<file path="src/rtl/traffic_pkg.sv">
// Shared lamp encodings, phase enum and lane indices for the junction scheduler.
package traffic_pkg;

  localparam logic [2:0] LAMP_GREEN  = 3'b001;
  localparam logic [2:0] LAMP_ORANGE = 3'b010;
  localparam logic [2:0] LAMP_RED    = 3'b100;

  typedef enum logic [1:0] {
    PH_ALL_RED = 2'd0,
    PH_GREEN   = 2'd1,
    PH_ORANGE  = 2'd2
  } phase_t;

  localparam logic [1:0] LANE_A = 2'd0;
  localparam logic [1:0] LANE_B = 2'd1;
  localparam logic [1:0] LANE_C = 2'd2;
  localparam logic [1:0] LANE_D = 2'd3;

  function automatic logic [2:0] lamp_of(phase_t p, logic [1:0] act, logic [1:0] ln);
    logic [2:0] l;
    l = LAMP_RED;
    if (ln == act) begin
      if (p == PH_GREEN)  l = LAMP_GREEN;
      if (p == PH_ORANGE) l = LAMP_ORANGE;
    end
    return l;
  endfunction

endpackage

</file>
<file path="src/rtl/lane_arbiter.sv">
// Combinational next-lane selection: emergency (EMERGENCY_PREEMPT_EN), starvation,
// highest demand with round-robin ties, else re-grant of the active lane.
module lane_arbiter
  import traffic_pkg::*;
(
  input  logic [7:0] levels,
  input  logic [3:0] starved,
  input  logic [1:0] active_lane,
`ifdef EMERGENCY_PREEMPT_EN
  input  logic [3:0] emerg,
`endif
  output logic [1:0] granted
);

  logic       found;
  logic [1:0] idx;
  logic [1:0] cand;
  logic [1:0] best;
  logic [1:0] lvl;

  always_comb begin
    granted = active_lane;
    found   = 1'b0;
    idx     = active_lane;
    cand    = active_lane;
    best    = 2'd0;
    lvl     = 2'd0;
`ifdef EMERGENCY_PREEMPT_EN
    // Descending scan so the lowest-index emergency lane wins.
    for (int i = 3; i >= 0; i--) begin
      if (emerg[i]) begin
        granted = 2'(i);
        found   = 1'b1;
      end
    end
`endif
    // Search order starts after the active lane; k=4 wraps back to it last.
    for (int k = 1; k <= 4; k++) begin
      idx = active_lane + 2'(k);
      lvl = levels[{idx, 1'b0} +: 2];
      if (!found && starved[idx] && lvl != 2'd0) begin
        granted = idx;
        found   = 1'b1;
      end
    end
    for (int k = 1; k <= 4; k++) begin
      idx = active_lane + 2'(k);
      lvl = levels[{idx, 1'b0} +: 2];
      if (lvl > best) begin
        best = lvl;
        cand = idx;
      end
    end
    if (!found && best != 2'd0) granted = cand;
  end

endmodule

</file>
<file path="src/rtl/junction_phase_scheduler.sv">
// Four-approach junction sequencer: GREEN -> ORANGE -> ALL_RED with min/max green,
// demand arbitration and starvation counters. Optional EMERGENCY_PREEMPT_EN adds emerg[3:0].
module junction_phase_scheduler
  import traffic_pkg::*;
#(
  parameter int GREEN_MIN    = 10,
  parameter int GREEN_MAX    = 30,
  parameter int ORANGE_T     = 3,
  parameter int ALLRED_T     = 1,
  parameter int STARVE_LIMIT = 3
) (
  input  logic       clk,
  input  logic       rst,
  input  logic       tick,
  input  logic [1:0] Sa,
  input  logic [1:0] Sb,
  input  logic [1:0] Sc,
  input  logic [1:0] Sd,
`ifdef EMERGENCY_PREEMPT_EN
  input  logic [3:0] emerg,
`endif
  output logic [2:0] Ta,
  output logic [2:0] Tb,
  output logic [2:0] Tc,
  output logic [2:0] Td,
  output logic [1:0] active_lane,
  output logic [1:0] phase,
  output logic       grant_pulse
);

  localparam int SW = $clog2(STARVE_LIMIT + 1);

  phase_t             ph;
  logic [4:0]         timer;
  logic [4:0]         timer_inc;
  logic [1:0]         lane;
  logic [3:0][SW-1:0] starve;
  logic [3:0]         starved;
  logic [1:0]         granted;
  logic [7:0]         levels;
  logic [1:0]         own;
  logic               other_dem;
  logic               other_hi;
  logic               end_ok;
  logic               green_end;

  assign levels    = {Sd, Sc, Sb, Sa};
  assign timer_inc = (timer == 5'd31) ? timer : timer + 5'd1;

  always_comb begin
    for (int i = 0; i < 4; i++) starved[i] = (starve[i] == SW'(STARVE_LIMIT));
  end

  lane_arbiter u_arb (
    .levels      (levels),
    .starved     (starved),
    .active_lane (lane),
`ifdef EMERGENCY_PREEMPT_EN
    .emerg       (emerg),
`endif
    .granted     (granted)
  );

  always_comb begin
    own       = levels[{lane, 1'b0} +: 2];
    other_dem = 1'b0;
    other_hi  = 1'b0;
    for (int i = 0; i < 4; i++) begin
      if (2'(i) != lane) begin
        if (levels[i*2 +: 2] != 2'd0) other_dem = 1'b1;
        if (levels[i*2 +: 2] > own)   other_hi  = 1'b1;
      end
    end
    end_ok = (timer == 5'(GREEN_MAX - 1)) ||
             (timer >= 5'(GREEN_MIN - 1) && other_dem && (own == 2'd0 || other_hi));
`ifdef EMERGENCY_PREEMPT_EN
    // A foreign emergency preempts at once; an own emergency overrides every limit.
    green_end = (|(emerg & ~(4'b0001 << lane))) || (!emerg[lane] && end_ok);
`else
    green_end = end_ok;
`endif
  end

  always_ff @(posedge clk) begin
    if (rst) begin
      ph          <= PH_ALL_RED;
      timer       <= 5'd0;
      lane        <= LANE_A;
      starve      <= '0;
      grant_pulse <= 1'b0;
    end else begin
      grant_pulse <= 1'b0;
      if (tick) begin
        case (ph)
          PH_ALL_RED: begin
            if (timer == 5'(ALLRED_T - 1)) begin
              ph          <= PH_GREEN;
              timer       <= 5'd0;
              lane        <= granted;
              grant_pulse <= 1'b1;
              for (int i = 0; i < 4; i++) begin
                if (2'(i) == granted || levels[i*2 +: 2] == 2'd0)
                  starve[i] <= '0;
                else if (!starved[i])
                  starve[i] <= starve[i] + 1'b1;
              end
            end else begin
              timer <= timer_inc;
            end
          end
          PH_GREEN: begin
            if (green_end) begin
              ph    <= PH_ORANGE;
              timer <= 5'd0;
            end else begin
              timer <= timer_inc;
            end
          end
          PH_ORANGE: begin
            if (timer == 5'(ORANGE_T - 1)) begin
              ph    <= PH_ALL_RED;
              timer <= 5'd0;
            end else begin
              timer <= timer_inc;
            end
          end
          default: begin
            ph    <= PH_ALL_RED;
            timer <= 5'd0;
          end
        endcase
      end
    end
  end

  assign Ta          = lamp_of(ph, lane, LANE_A);
  assign Tb          = lamp_of(ph, lane, LANE_B);
  assign Tc          = lamp_of(ph, lane, LANE_C);
  assign Td          = lamp_of(ph, lane, LANE_D);
  assign active_lane = lane;
  assign phase       = ph;

endmodule

</file>
<file path="config.mk">
export PLATFORM = sky130hd
export DESIGN_NAME = junction_phase_scheduler
export DESIGN_NICKNAME = d
export VERILOG_FILES = /design/src/rtl/traffic_pkg.sv /design/src/rtl/lane_arbiter.sv /design/src/rtl/junction_phase_scheduler.sv
export SDC_FILE = /design/constraint.sdc
export NUM_CORES = 1
export LEC_CHECK = 0
export CORE_MARGIN = 3
export CORE_UTILIZATION = 23
export CTS_CLUSTER_DIAMETER = 50
export DETAILED_ROUTE_END_ITERATION = 16
export GPL_TIMING_DRIVEN = 0
export PLACE_DENSITY = 0.38
export SLEW_MARGIN = 20
export SYNTH_ARGS = -nofsm -noshare
export SYNTH_HDL_FRONTEND = slang
export SYNTH_SLANG_ARGS = --single-unit
</file>
<file path="constraint.sdc">
create_clock -name clk -period 6.3 [get_ports clk]
set_input_delay 1.89 -clock clk [delete_from_list [all_inputs] [get_ports clk]]
set_output_delay 1.89 -clock clk [all_outputs]
set_load 0.02 [all_outputs]
</file>
==> impl_metrics.py <==
metrics = {
    "cts": {
        "clkTransAtPathRegs_ns": 0.07,
        "cts_tree": "built",
        "ctsLongestPathBuffers": 2,
        "numCtsBuffers": 3,
        "clk_latency_ns": 0.26,
        "htreeDepth": 1,
        "cts_root_buf": "clkbuf_8",
        "cts.sinks": 18,
        "ctsHoldBuffers": 0,
    },
    "placement": {
        "place_congestion": 0.807,
        "port_buffers": 27,
        "placed_area_sq_um": 2830,
        "dp_hpwl_mm": 5.58,
    },
    "timing": {
        "post-route-period-util_pct": 97.6,
        "clock_skew_ns": 0.00405,
        "finalHoldViolCount": 0,
        "period_needed_ns": 6.15,
        "timing.fmax_mhz": 163,
        "slew_headroom_pct": 55.9,
        "worst_pin_slew_ns": 0.656,
        "drv_slew": 0,
        "setup_viol": 0,
    },
    "route": {
        "dr.max_layer_used": "met4",
        "firstDrtPassIters": 4,
        "wl_met1_mm": 3.51,
        "via_count": 2292,
        "drc": 0,
        "drt_iter0_markers": 86,
        "drt-wirelength-per-cell_microns": 16.1,
        "route.met2.wl_mm": 3.58,
        "routed_wl_mm": 7.33,
        "met3WireLength_microns": 129,
        "ant_nets": 0,
        "vias_per_cell": 5.03,
    },
    "worst_setup_path": {
        "max_stage_delay_ns": 0.52,
        "critPathCaptureType": "flip-flop",
        "crit_chain": "buf_4 -> mux4_2 -> inv_2 -> ha_4 -> o21ba_4 -> o21ai_4 -> o31ai_4 -> ha_4 -> nand2b_4 -> a2111oi_4 -> nor3_2 -> ha_1 -> nor2b_4 -> o32ai_1 -> o311a_1 -> a211o_1 -> o211a_4 -> a21o_1 -> or4_1 -> o311ai_1",
        "cp.arrival_ns": 6.32,
        "r2r_end": "starve[1]$_SDFFE_PP0P_",
        "r2r_cells": 24,
        "critPathCapture": "starve[1]$_SDFFE_PP0P_",
        "crit_required_ns": 6.47,
        "cp_max_fo": 8,
        "rrSetupSlack_ns": 0.46,
        "crit_path_start_kind": "input pin",
        "critPathKind": "input pin to flip-flop",
        "crit_slowest_cell": "mux4_2",
        "r2r_start": "active_lane[0]$_SDFFE_PP0P_",
        "startpoint": "Sc[1]",
        "path_common_cell": "ha_4",
    },
    "cells_and_area": {
        "final_area_sq_um": 3080,
        "synthToLayoutAreaGrowth_pct": 28.7,
        "post-route-util_pct": 31.0,
        "num_antenna_cells": 0,
        "layout.nets": 370,
        "drive_above_1_share_pct": 21.4,
        "fillers": 1072,
    },
    "global_route": {
        "gr-usage-all-layers_pct": 13.1,
        "grt_max_degree": 11,
        "grt_pass1_vias": 2307,
        "grt_overflow": 0,
        "antenna_found_initial": 0,
        "grt_pass1_wl_mm": 12.3,
    },
    "floorplan": {
        "initial_core_util_pct": 24.1,
        "die_h_microns": 108,
        "pin_count": 28,
        "dieArea_sq_um": 11700,
        "rows": 36,
        "coreArea_sq_um": 9950,
        "die_x_microns": 108,
    },
    "logic_synthesis": {
        "synth_edf_count": 0,
        "synth_warnings": 0,
        "syn-cell-area_sq_um": 2400,
        "netlist_instances": 279,
        "synth-async-reset-ratio_pct": 0,
        "syn_area_per_cell_sq_um": 8.59,
        "ys_types": 57,
        "seq_area_frac_synth_pct": 15.0,
        "ys_ff_latch": 18,
        "synth_ff_type": "dfxtp_1",
        "syn-num-nets": 324,
    },
    "status": {
        "status": "completed",
    },
    "job": {
        "drv_cap": 0,
    },
    "power": {
        "leakagePower_uw": 0.00120,
        "pwr_density_cell_nw_per_um2": 573,
        "irDropWorstVdd_uv": 253,
    },
    "min_path": {
        "holdCritPathClass": "flip-flop to flip-flop",
    },
}
## worst min-delay path by stage
stage | slack (ns) | end | startpoint | cells past startpoint
finish | 0.48 | starve[5]$_SDFFE_PP0P_ | starve[5]$_SDFFE_PP0P_ | 2
global route | 0.50 | starve[5]$_SDFFE_PP0P_ | starve[5]$_SDFFE_PP0P_ | 2
CTS | 0.48 | starve[7]$_SDFFE_PP0P_ | starve[7]$_SDFFE_PP0P_ | 2
floorplan | 0.45 | starve[5]$_SDFFE_PP0P_ | starve[5]$_SDFFE_PP0P_ | 2
detailed placement | 0.47 | starve[7]$_SDFFE_PP0P_ | starve[7]$_SDFFE_PP0P_ | 2
global placement | 0.47 | starve[7]$_SDFFE_PP0P_ | starve[7]$_SDFFE_PP0P_ | 2
## cell type report
cell class | instances | area [sq um] | share of cell area, %
Multi-Input combinational cell | 231 | 2050 | 66.5
Sequential cell | 18 | 360 | 11.7
Timing Repair Buffer | 41 | 340 | 11.0
Tap cell | 133 | 166 | 5.40
Inverter | 22 | 82.6 | 2.68
Clock buffer | 3 | 41.3 | 1.34
Buffer | 8 | 41.3 | 1.34
## critical path, delay by kind of cell
family | cells | cell delay, ns
AO/OA/AOI/OAI | 10 | 2.01
adder cells (fa/ha/maj) | 3 | 0.84
buffers and inverters | 2 | 0.25
multiplexers | 1 | 0.52
AND/OR/NAND/NOR | 4 | 0.79
## cells in the final DEF, fill, tap and decap left out, types with 3 or more instances in the layout
cell,Yosys,layout
mux2_2,4,4
nor2_1,17,17
and2_1,10,10
o21a_1,3,3
clkdlybuf4s50_1,0,19
nor3_1,5,3
buf_4,0,16
mux2i_1,3,3
inv_1,22,19
buf_2,3,7
clkbuf_1,4,4
a221oi_1,3,3
o21bai_1,5,3
mux4_2,9,9
o31ai_1,4,3
nand3_1,5,5
dfxtp_1,18,18
a211oi_1,6,6
nand4_1,3,3
a21oi_1,14,14
clkbuf_8,0,3
nor4_1,4,4
nand3b_1,5,5
inv_2,0,3
o22ai_1,4,4
o21ba_2,4,3
nand2b_1,5,3
o21ai_0,17,16
nor2b_1,7,4
nand2_1,21,21
ha_1,34,32
## cell usage after synthesis, drive strengths merged, types with 2 or more instances
master / number / area [sq um]
o21a: 3 / 22.5
a21o: 2 / 15.0
dfxtp: 18 / 360
nand3: 5 / 25.0
a2111oi: 2 / 36.3
buf: 4 / 26.3
o41a: 2 / 22.5
nor4: 4 / 25.0
ha: 34 / 425
mux2i: 3 / 30.0
o21ba: 4 / 40.0
a22oi: 2 / 15.0
xnor2: 2 / 17.5
a41oi: 2 / 36.3
mux4: 11 / 255
a221oi: 4 / 52.6
nand2: 21 / 78.8
and3: 2 / 12.5
nand4: 3 / 18.8
a21boi: 2 / 15.0
mux2: 4 / 45.0
o22ai: 4 / 25.0
o221ai: 2 / 17.5
o21ai: 19 / 95.1
nand2b: 5 / 31.3
a211oi: 6 / 45.0
or4: 2 / 15.0
clkbuf: 4 / 15.0
nor2b: 7 / 43.8
o31ai: 5 / 42.5
and2: 10 / 62.6
inv: 22 / 82.6
a21oi: 14 / 70.1
nor2: 17 / 63.8
o21bai: 5 / 37.5
o311ai: 2 / 17.5
nand3b: 5 / 37.5
nor3: 5 / 25.0
## through the flow
step                cells  setup TNS (ns)  power (uW)  hold WS, ns  worst slack (ns)
finish                456               0        1770        0.476             0.152
global route          456        -0.00278        1920        0.502          -0.00278
CTS                   449               0        1560        0.476           0.00431
detailed placement    439           -7.95        1290        0.466             -1.19
global placement      439           -8.08        1290        0.466             -1.21
floorplan             279               0        1020        0.449            0.0532
## cells by family after synthesis
family | after synthesis | synth area share [%]
adders and majority gates | 34 | 17.8
DFF | 18 | 15.0
and+or+nand+nor | 88 | 18.9
AOI/OAI and AO/OA | 89 | 28.7
muxes | 18 | 13.8
xor gates and xnor gates | 2 | 0.731
buffers and inverters | 30 | 5.17
## metal layers
metal / vias up / GRT usage, %
met3: 8 / 1.01
met1: 1096 / 17.7
met5: - / 0
met4: 0 / 3.34
li1: 1155 / -
met2: 33 / 22.7
## power by group
group | internal, uW | leakage, uW | switching (uW) | total [uW]
combinational | 732 | 0.00103 | 793 | 1530
clock | 42.6 | 0.0000216 | 42.1 | 84.7
sequential | 134 | 0.000147 | 22.9 | 157
## registers in the layout, summed over array words and instances (netlist names)
name         flops
active_lane      2
grant_pulse      1
phase            2
starve           8
timer            5
## timing repair
action,CTS,global route
endpoints found under the setup margin,10,2
pin swaps,5,10
setup buffers,7,7
gates resized for setup,45,22
(Power assumes the default switching activity.)
